[src/rtl/cdc_txn_scheduler.sv]
`default_nettype none
// ============================================================================
// Module   : cdc_txn_scheduler
// Brief    : Clock-domain scheduler in front of an AR/AW/W/R/B async FIFO
//            bundle. Round-robin arbitration of two local masters into AR or
//            AW+W pushes; R/B responses are popped and routed back by id[0].
// Revision : 1.0 - initial release
// ============================================================================
module cdc_txn_scheduler #(
  parameter int         MAX_OUT = 4,
  parameter logic [3:0] ID_TAG  = 4'h0
) (
  input  logic        clk,
  input  logic        rst,
  // master 0 (fetch)
  input  logic        m0_req_valid,
  input  logic        m0_req_write,
  input  logic [31:0] m0_req_addr,
  input  logic [3:0]  m0_req_len,
  input  logic [2:0]  m0_req_size,
  output logic        m0_req_ready,
  input  logic        m0_wvalid,
  input  logic [31:0] m0_wdata,
  input  logic [3:0]  m0_wstrb,
  output logic        m0_wready,
  output logic        m0_rvalid,
  output logic [31:0] m0_rdata,
  output logic [1:0]  m0_rresp,
  output logic        m0_rlast,
  output logic        m0_bvalid,
  output logic [1:0]  m0_bresp,
  // master 1 (load/store)
  input  logic        m1_req_valid,
  input  logic        m1_req_write,
  input  logic [31:0] m1_req_addr,
  input  logic [3:0]  m1_req_len,
  input  logic [2:0]  m1_req_size,
  output logic        m1_req_ready,
  input  logic        m1_wvalid,
  input  logic [31:0] m1_wdata,
  input  logic [3:0]  m1_wstrb,
  output logic        m1_wready,
  output logic        m1_rvalid,
  output logic [31:0] m1_rdata,
  output logic [1:0]  m1_rresp,
  output logic        m1_rlast,
  output logic        m1_bvalid,
  output logic [1:0]  m1_bresp,
  // FIFO bundle, near side
  input  logic        AR_not_full,
  input  logic        AW_not_full,
  input  logic        W_not_full,
  output logic        AR_wr_en,
  output logic [48:0] AR_w_data,
  output logic        AW_wr_en,
  output logic [48:0] AW_w_data,
  output logic        W_wr_en,
  output logic [36:0] W_w_data,
  input  logic        R_not_empty,
  input  logic [42:0] R_r_data,
  output logic        R_rd_en,
  input  logic        B_not_empty,
  input  logic [9:0]  B_r_data,
  output logic        B_rd_en
);

  localparam logic [3:0] CNT_MAX    = 4'(MAX_OUT);
  localparam logic [1:0] BURST_INCR = 2'b01;

  typedef enum logic [2:0] {
    IDLE    = 3'd0,
    ARB     = 3'd1,
    PUSH_AR = 3'd2,
    PUSH_AW = 3'd3,
    PUSH_W  = 3'd4
  } state_t;

  state_t      state, state_nxt;
  logic        gnt, gnt_nxt;
  logic        rr, rr_nxt;
  logic [3:0]  beat, beat_nxt;
  logic [3:0]  wlen, wlen_nxt;
  logic [3:0]  cnt0, cnt1;
  logic        elig0, elig1, accept, w_fire;

  logic [31:0] g_addr, g_wdata;
  logic [3:0]  g_len, g_wstrb;
  logic [2:0]  g_size;
  logic        g_wvalid, w_last;
  logic [7:0]  req_id;
  logic [48:0] req_pkt;

  // A master competes only while it has headroom for another outstanding txn
  assign elig0 = m0_req_valid && (cnt0 < CNT_MAX);
  assign elig1 = m1_req_valid && (cnt1 < CNT_MAX);

  // Fields of the granted master; masters hold them stable until accepted
  assign g_addr   = gnt ? m1_req_addr : m0_req_addr;
  assign g_len    = gnt ? m1_req_len  : m0_req_len;
  assign g_size   = gnt ? m1_req_size : m0_req_size;
  assign g_wvalid = gnt ? m1_wvalid   : m0_wvalid;
  assign g_wdata  = gnt ? m1_wdata    : m0_wdata;
  assign g_wstrb  = gnt ? m1_wstrb    : m0_wstrb;
  assign req_id   = {ID_TAG, 3'b000, gnt};
  assign req_pkt  = {req_id, g_addr, g_len, g_size, BURST_INCR};
  assign w_last   = (beat == wlen);

  // State, grant, round-robin pointer and write-beat tracking registers
  always_ff @(posedge clk or negedge rst) begin
    if (!rst) begin
      state <= IDLE;
      gnt   <= 1'b0;
      rr    <= 1'b0;
      beat  <= 4'd0;
      wlen  <= 4'd0;
    end else begin
      state <= state_nxt;
      gnt   <= gnt_nxt;
      rr    <= rr_nxt;
      beat  <= beat_nxt;
      wlen  <= wlen_nxt;
    end
  end

  // Next-state and request-side outputs
  always_comb begin
    state_nxt = state;
    gnt_nxt   = gnt;
    rr_nxt    = rr;
    beat_nxt  = beat;
    wlen_nxt  = wlen;
    accept    = 1'b0;
    w_fire    = 1'b0;
    AR_wr_en  = 1'b0;
    AW_wr_en  = 1'b0;
    W_wr_en   = 1'b0;
    AR_w_data = '0;
    AW_w_data = '0;
    W_w_data  = '0;
    case (state)
      IDLE: begin
        if (elig0 || elig1) state_nxt = ARB;
      end
      ARB: begin
        if (elig0 || elig1) begin
          if (elig0 && elig1) gnt_nxt = rr;
          else                gnt_nxt = elig1;
          rr_nxt = ~gnt_nxt;
          if (gnt_nxt ? m1_req_write : m0_req_write) state_nxt = PUSH_AW;
          else                                        state_nxt = PUSH_AR;
        end else begin
          state_nxt = IDLE;
        end
      end
      PUSH_AR: begin
        AR_w_data = req_pkt;
        if (AR_not_full) begin
          AR_wr_en  = 1'b1;
          accept    = 1'b1;
          state_nxt = IDLE;
        end
      end
      PUSH_AW: begin
        AW_w_data = req_pkt;
        if (AW_not_full) begin
          AW_wr_en  = 1'b1;
          accept    = 1'b1;
          wlen_nxt  = g_len;
          beat_nxt  = 4'd0;
          state_nxt = PUSH_W;
        end
      end
      PUSH_W: begin
        W_w_data = {g_wdata, g_wstrb, w_last};
        w_fire   = g_wvalid && W_not_full;
        W_wr_en  = w_fire;
        if (w_fire) begin
          if (w_last) state_nxt = IDLE;
          else        beat_nxt  = beat + 4'd1;
        end
      end
      default: state_nxt = IDLE;
    endcase
  end

  assign m0_req_ready = accept && !gnt;
  assign m1_req_ready = accept &&  gnt;
  assign m0_wready    = w_fire && !gnt;
  assign m1_wready    = w_fire &&  gnt;

  // Response path: show-ahead FIFOs are drained unconditionally
  logic r_sel, b_sel, r_last;
  logic unused_id_bits;

  assign r_sel   = R_r_data[35];
  assign r_last  = R_r_data[0];
  assign b_sel   = B_r_data[2];
  assign R_rd_en = R_not_empty;
  assign B_rd_en = B_not_empty;
  assign unused_id_bits = ^{R_r_data[42:36], B_r_data[9:3]};

  assign m0_rvalid = R_not_empty && !r_sel;
  assign m1_rvalid = R_not_empty &&  r_sel;
  assign m0_rdata  = m0_rvalid ? R_r_data[34:3] : 32'd0;
  assign m1_rdata  = m1_rvalid ? R_r_data[34:3] : 32'd0;
  assign m0_rresp  = m0_rvalid ? R_r_data[2:1]  : 2'd0;
  assign m1_rresp  = m1_rvalid ? R_r_data[2:1]  : 2'd0;
  assign m0_rlast  = m0_rvalid && r_last;
  assign m1_rlast  = m1_rvalid && r_last;
  assign m0_bvalid = B_not_empty && !b_sel;
  assign m1_bvalid = B_not_empty &&  b_sel;
  assign m0_bresp  = m0_bvalid ? B_r_data[1:0] : 2'd0;
  assign m1_bresp  = m1_bvalid ? B_r_data[1:0] : 2'd0;

  // Outstanding count: +1 on accept, -1 per R last and per B; floor at zero
  function automatic logic [3:0] cnt_update(input logic [3:0] c, input logic inc,
                                            input logic r_dec, input logic b_dec);
    logic [4:0] up;
    logic [4:0] dn;
    logic [4:0] res;
    up  = {1'b0, c} + {4'd0, inc};
    dn  = {4'd0, r_dec} + {4'd0, b_dec};
    res = (up >= dn) ? (up - dn) : 5'd0;
    return res[3:0];
  endfunction

  // Per-master outstanding transaction counters
  always_ff @(posedge clk or negedge rst) begin
    if (!rst) begin
      cnt0 <= 4'd0;
      cnt1 <= 4'd0;
    end else begin
      cnt0 <= cnt_update(cnt0, m0_req_ready, m0_rlast, m0_bvalid);
      cnt1 <= cnt_update(cnt1, m1_req_ready, m1_rlast, m1_bvalid);
    end
  end

endmodule
`default_nettype wire

[config.mk]
export PLATFORM = sky130hd
export DESIGN_NAME = cdc_txn_scheduler
export DESIGN_NICKNAME = d
export VERILOG_FILES = /design/src/rtl/cdc_txn_scheduler.sv
export SDC_FILE = /design/constraint.sdc
export NUM_CORES = 1
export LEC_CHECK = 0
export CELL_PAD_IN_SITES_DETAIL_PLACEMENT = 1
export CELL_PAD_IN_SITES_GLOBAL_PLACEMENT = 2
export CORE_AREA = 4 4 169 171
export CTS_BUF_LIST = sky130_fd_sc_hd__clkbuf_8
export DETAILED_ROUTE_END_ITERATION = 6
export DIE_AREA = 0 0 173 175
export DONT_BUFFER_PORTS = 1
export GPL_ROUTABILITY_DRIVEN = 0
export PLACE_DENSITY_LB_ADDON = 0.25
export SETUP_SLACK_MARGIN = 0.02
export SYNTH_ARGS = -nofsm -noshare
export SYNTH_HDL_FRONTEND = slang
export SYNTH_SLANG_ARGS = --single-unit
[constraint.sdc]
create_clock -name clk -period 4.01 [get_ports clk]
set_input_delay 0.401 -clock clk [delete_from_list [all_inputs] [get_ports clk]]
set_output_delay 0.401 -clock clk [all_outputs]
set_load 0.005 [all_outputs]
# Yosys cells after proc, flatten, opt, wreduce, memory -nomap -nowiden
# Index checks and enable logic that the tools add are counted.
# word_totals
wordCells	93
ff_bits	21
out_inout_bits	222
input_bits	216
# classes
magnitude_cmp	4
bitwise	1
eq_ne	11
add_sub_neg	7
reduce_logical	24
muxes	39
# op_table
op	count
two-way mux 32 bit	4
two-way mux 42 bit	2
two-way mux 37 bit	1
two-way mux 4 bit	7
two-way mux 3 bit	7
case mux 3 bit (5 select lines)	1
logical AND 1 bit	14
!= test 2 bit (second input constant)	6
two-way mux 1 bit	11
adder 4 x 1 -> 5 bit	2
greater-or-equal comparator 5 x 2 -> 1 bit	2
less-than comparator 4 x 3 -> 1 bit (second input constant)	2
two-way mux 2 bit	4
case mux 4 bit (2 select lines)	1
subtractor 4 x 2 -> 4 bit	2
== test 3 x 2 -> 1 bit (second input constant)	2
AND reduction 5 bit	1
adder 1 x 1 -> 2 bit	2
adder 4 x 1 -> 4 bit (second input constant)	1
== test 4 bit	1
AND reduction 2 bit	2
AND reduction 4 bit	1
== test 3 x 1 -> 1 bit (second input constant)	1
== test 3 bit (second input constant)	1
6 further kinds	8

# Depth between registers and ports, before layout
# depth
ltp_word	10
mapped_depth	13
mapped_depth_nobuf	12

# Worst setup path after synthesis
# Ideal clock, no wire load.
# synth_timing
path_kind	reg-to-reg
start	register gnt
end	register cnt0[2]
arrival_ns	2.611
path_slack_ns	1.281
period_less_slack_ns	2.729
required_ns	3.892
setup_time_ns	0.118
path_stages_with_launch	11
n_path_buf	3
path_cell_list	dfrtp_1 -> buf_2 -> buf_4 -> buf_1 -> nor2_1 -> ha_1 -> ha_1 -> ha_1 -> a211oi_1 -> and3_1 -> nor2_1
# synth_between
elab_chain_cells	5
elab_cells_between_ends	6
cone_classes	add/sub (2); order compare (1); mux (1); reduce/logical (2)
# synth_rtl
element	line_no	source
start, declared	79	logic gnt, gnt_nxt;
start signal, assigned	118	gnt <= gnt_nxt;
logical NOT 1 bit *	186	assign m0_req_ready = accept && !gnt;
logical AND 1 bit *	186	
named net m0_req_ready	21	output logic m0_req_ready,
adder 4 x 1 -> 5 bit *	221	up = {1'b0, c} + {4'd0, inc};
subtractor 4 x 2 -> 4 bit or greater-or-equal comparator 5 x 2 -> 1 bit (tied branches)	223	res = (up >= dn) ? (up - dn) : 5'd0;
two-way mux 4 bit *	223	
end signal, assigned	233	cnt0 <= cnt_update(cnt0, m0_req_ready, m0_rlast, m0_bvalid);
end, declared	83	logic [3:0] cnt0, cnt1;
# Mark *: on every way through the listed nets, which the timed path passes. The rest lies on a longest branch.
# A chain may end at the register's enable or synchronous reset.

# Worst setup path after layout
# layout_timing
start	register state[1]
end	register cnt1[2]
# layout_between
elab_chain_cells	6
elab_cells_between_ends	8
cone_classes	add/sub (2); order compare (1); eq/ne (2); mux (2); reduce/logical (1)
# layout_rtl
element	line_no	source
start, declared	78	state_t state, state_nxt;
start signal, assigned	117	state <= state_nxt;
== test 3 x 2 -> 1 bit	140	case (state)
case mux 1 bit (2 select lines) *	140	
logical AND 1 bit *	187	assign m1_req_ready = accept && gnt;
named net m1_req_ready	38	output logic m1_req_ready,
adder 4 x 1 -> 5 bit *	221	
subtractor 4 x 2 -> 4 bit or greater-or-equal comparator 5 x 2 -> 1 bit (tied branches)	223	
two-way mux 4 bit *	223	
end signal, assigned	234	cnt1 <= cnt_update(cnt1, m1_req_ready, m1_rlast, m1_bvalid);
end, declared	83	
# Marked as above.

==> results list <==
- For hold timing, the worst endpoint is state[0].
- The first global-routing pass estimated 22.2 mm of wire.
- Height of the die: 175 µm
- Slowest stage cell, crit path: sky130_fd_sc_hd__dfrtp_1
* Cell count after synthesis: 459
- The synthesized design contains 21 register bits.
- Mean instance size in the synthesized netlist: 7.16 µm²
- Counting flops with a built-in enable in the synthesized netlist gives 0.
* Initial antenna violation count: 6
* Simple-gate portion of the synthesized area: 36.9%
- Leakage power: 1.56 nW
- The first detailed-routing pass ran for 4 iterations.
- Largest family of logic cells by synthesized area: simple AND/OR/NAND/NOR gates
* Main flop type after synthesis: sky130_fd_sc_hd__dfrtp_1
* Complex-gate fraction of the synthesized area: 4.30%
* Hold path depth: 1
* Total count of max-transition violations in the final report: 0
* Dominant cell type by count on the critical path: sky130_fd_sc_hd__ha_1
* Worst-skew pair later-pin latency: 0.26 ns
* Number of buffers created by CTS: 3
- Vias per cell: 4.08
- CP arrival: 3.18 ns
* Pwr/cell area: 445 nW/µm²
- Core Box Area: 26,900 µm²
* Type of origin of the critical path: register
* Clock-pin slew on the worst setup and hold paths: 0.08 ns
- STA puts the critical path data required time at 4.15 ns.
- Worst Hold Class: in -> reg
- Wire length per cell: 20.3 µm
- Vias in the first global route: 3,298
* Register area share after synthesis: 16.0%
- The floorplan step defined a die boundary enclosing 30,300 µm².
* Pin count of the biggest net entering global routing: 68
- After layout, the worst path uses 75.9% of the clock period.
* Final antenna-violating net count: 0
* Proportion of synthesized flip-flops having asynchronous set or reset: 100%
- Clock skew on the completed layout was measured at 0.00207 ns.
- Wire segments on met3 add up to 1.89 mm in the final route.
* Critical path endpoint category: register
* Number of standard cells in the layout, taps in and fillers out: 773
- Across all layers, the routed design uses 3,157 vias.
- CTS resizes: 0
- Of the cells placed in the final design, the portion with a size suffix greater than 1 is 4.17%.
* IO Pins: 438
- The flow ran to the end, and the final reports show no timing, DRC or antenna violations.
- For this run, the post-layout net count is 662.
* Highest routed layer: met5
- The worst-case IR drop observed on VDD is 0.000104 V.
- Maximum cell stage delay along the critical path: 0.43 ns
* Type of the worst setup path: reg -> reg
* Final TNS setup: 0 ns
- Multiplexer cells account for 24.4% of the synthesized area.
- The wire-length estimate of the detail-placed layout is 13.7 mm.
- Summing internal, switching and leakage power gives 1.60 mW.
- Global routing consumed, over all layers together, 9.20% of the routing resources.
- Setup repair after global routing missed its margin: no
- Met1 WL: 5.52 mm
- In this run the cell area of the synthesized design comes to 3280 µm².
- Setup slack after layout: 0.968 ns
- Yosys printed 0 warnings.
- Commonest cells after routing, fill and taps aside: sky130_fd_sc_hd__nor2_1 (125), sky130_fd_sc_hd__mux2i_1 (79), sky130_fd_sc_hd__and2_1 (40), sky130_fd_sc_hd__and3_1 (40), sky130_fd_sc_hd__dfrtp_1 (20)
- Subtracting the final worst setup slack from the clock period gives 3.04 ns.
- After detailed placement, the total cell area comes to 3540 µm².
- Synthesis instantiated 43 different standard cells from the library.
- Clock net sink count: 21
* Floorplan die width: 173 µm
- Peak fanout along the critical path: 5
- The finished cells cover 3600 µm².
* Adder-Cell Fraction of Synth Area: 5.41%
- Headroom to the max-slew limit came out at 24.8%.
* Final Hold Viols: 0
- The library cell used most frequently in the layout, excluding fill and tap cells, is sky130_fd_sc_hd__nor2_1.
- TritonCTS built the clock tree.
- Core utilization of the finished layout: 13.4%
- The repair_antennas step left the layout with diodes totalling 0.
* Origin of the worst min-delay path: AW_not_full
- Number of cell instances on the worst register-to-register path: 11
* Parity-gate share of the synthesized area counting xor and xnor cells: 2.67%
- Maximum clock insertion buffer count: 2
* Max-capacitance violation count: 0
- Number of placed instances with taps included: 768
- Maximum operating frequency: 329 MHz
* Root buffer selected by CTS: sky130_fd_sc_hd__clkbuf_8
- The first routing iteration left 103 violations.
* Setup slack of the worst register-to-register path: 0.97 ns
- Transition time at the pin with the least slew margin: 1.13 ns
- On the final layout, the worst hold slack is 0.224 ns.
- Relative area change from synthesis to final layout: 9.56%
- Effective utilization at floorplan: 12.2%
- The floorplan has 60 rows.
- Worst slack, placed: 0.953 ns
* DRT Wirelength: 15.7 mm
- CTS built an H-tree with a depth of 1.
- Metal2 WL: 8.12 mm
* Final setup violation count: 0
* R2R Path End: cnt1[2]
- Worst reg2reg path startpoint: state[1]
- Setup Buffers After CTS: 0
- DRC violations left: 0
* Count of buffers from port buffering: 0
- Traced cell by cell, the critical path runs through nor2b_1, nand2b_2, inv_1, a21oi_1, nor2_1, ha_1, ha_1, ha_1, a211o_1, nor3_1, nor2_1.
- Gr ovfl total: 0
state kept, by name, indices dropped and copies added (netlist names):
register / flops
beat: 4
state: 3
rr: 1
gnt: 1
wlen: 4
cnt0: 4
cnt1: 4
cells by family after synthesis:
| logic type | after synthesis |
|---|---|
| flip-flops | 21 |
| other | 1 |
| XOR/XNOR | 10 |
| buffers and inverters | 67 |
| AO/OA/AOI/OAI | 21 |
| adder cells (fa/ha/maj) | 13 |
| multiplexers | 80 |
| AND/OR/NAND/NOR | 246 |
cell usage after synthesis (all sizes together) (2+ instances only):
cell type,instances,area share (%)
ha,11,4.2
and2,40,7.6
inv,13,1.5
a211oi,2,0.61
nand4b,2,0.53
buf,30,6.0
fa,2,1.2
nand2b,3,0.57
or3b,3,0.88
nor4,2,0.38
xor2,5,1.3
dfrtp,21,16
a21oi,3,0.46
nor3,2,0.65
and3,40,7.6
nor2b,5,0.95
mux2i,79,24
nand3b,2,0.46
clkbuf,24,2.7
nand2,17,1.9
o21ai,7,1.1
xnor2,5,1.3
nand3,2,0.30
nor2,125,14
routing by layer:
metal / vias up / track usage (%)
li1: 1437 / -
met1: 1455 / 9.65
met2: 241 / 17.3
met3: 14 / 4.24
met4: 10 / 1.16
met5: - / 0
critical path: cells and delay by family, from the launching register on:
family,cells,cell delay [ns]
buf+inv,1,0.07
flops,1,0.43
simple gates,5,1.16
fa+ha+maj,3,0.87
compound gates,2,0.40
where the power goes:
part	leakage, nW	internal [mW]	switching [mW]
registers	0.267	0.293	0.0990
logic	1.27	0.427	0.640
clock network	0.0255	0.0692	0.0739
worst max path at each step:
stage,depth (start not counted),from,slack (ns),endpoint
2_1_floorplan,10,gnt,1.28,cnt0[2]
3_3_place_gp,10,state[0],0.97,cnt1[2]
3_5_place_dp,10,state[0],0.95,cnt1[2]
4_1_cts,11,state[1],0.94,cnt1[2]
5_1_grt,10,state[0],0.67,cnt1[2]
6_report,11,state[1],0.97,cnt1[2]
area by class of cell:
cell class	instances	area, µm²
Sequential cell	21	529
Multi-Input combinational cell	386	2480
Clock inverter	1	5.00
Inverter	13	48.8
Fill cell	3266	23300
Timing Repair Buffer	8	62.6
Tap cell	341	427
Clock buffer	3	41.3
repair_timing:
action,4_1_cts,5_1_grt
hold buffers,1,0
hold endpoints to repair,21,0
endpoints found under the setup margin,0,0
Note: power is estimated with default switching activity, not from simulation.
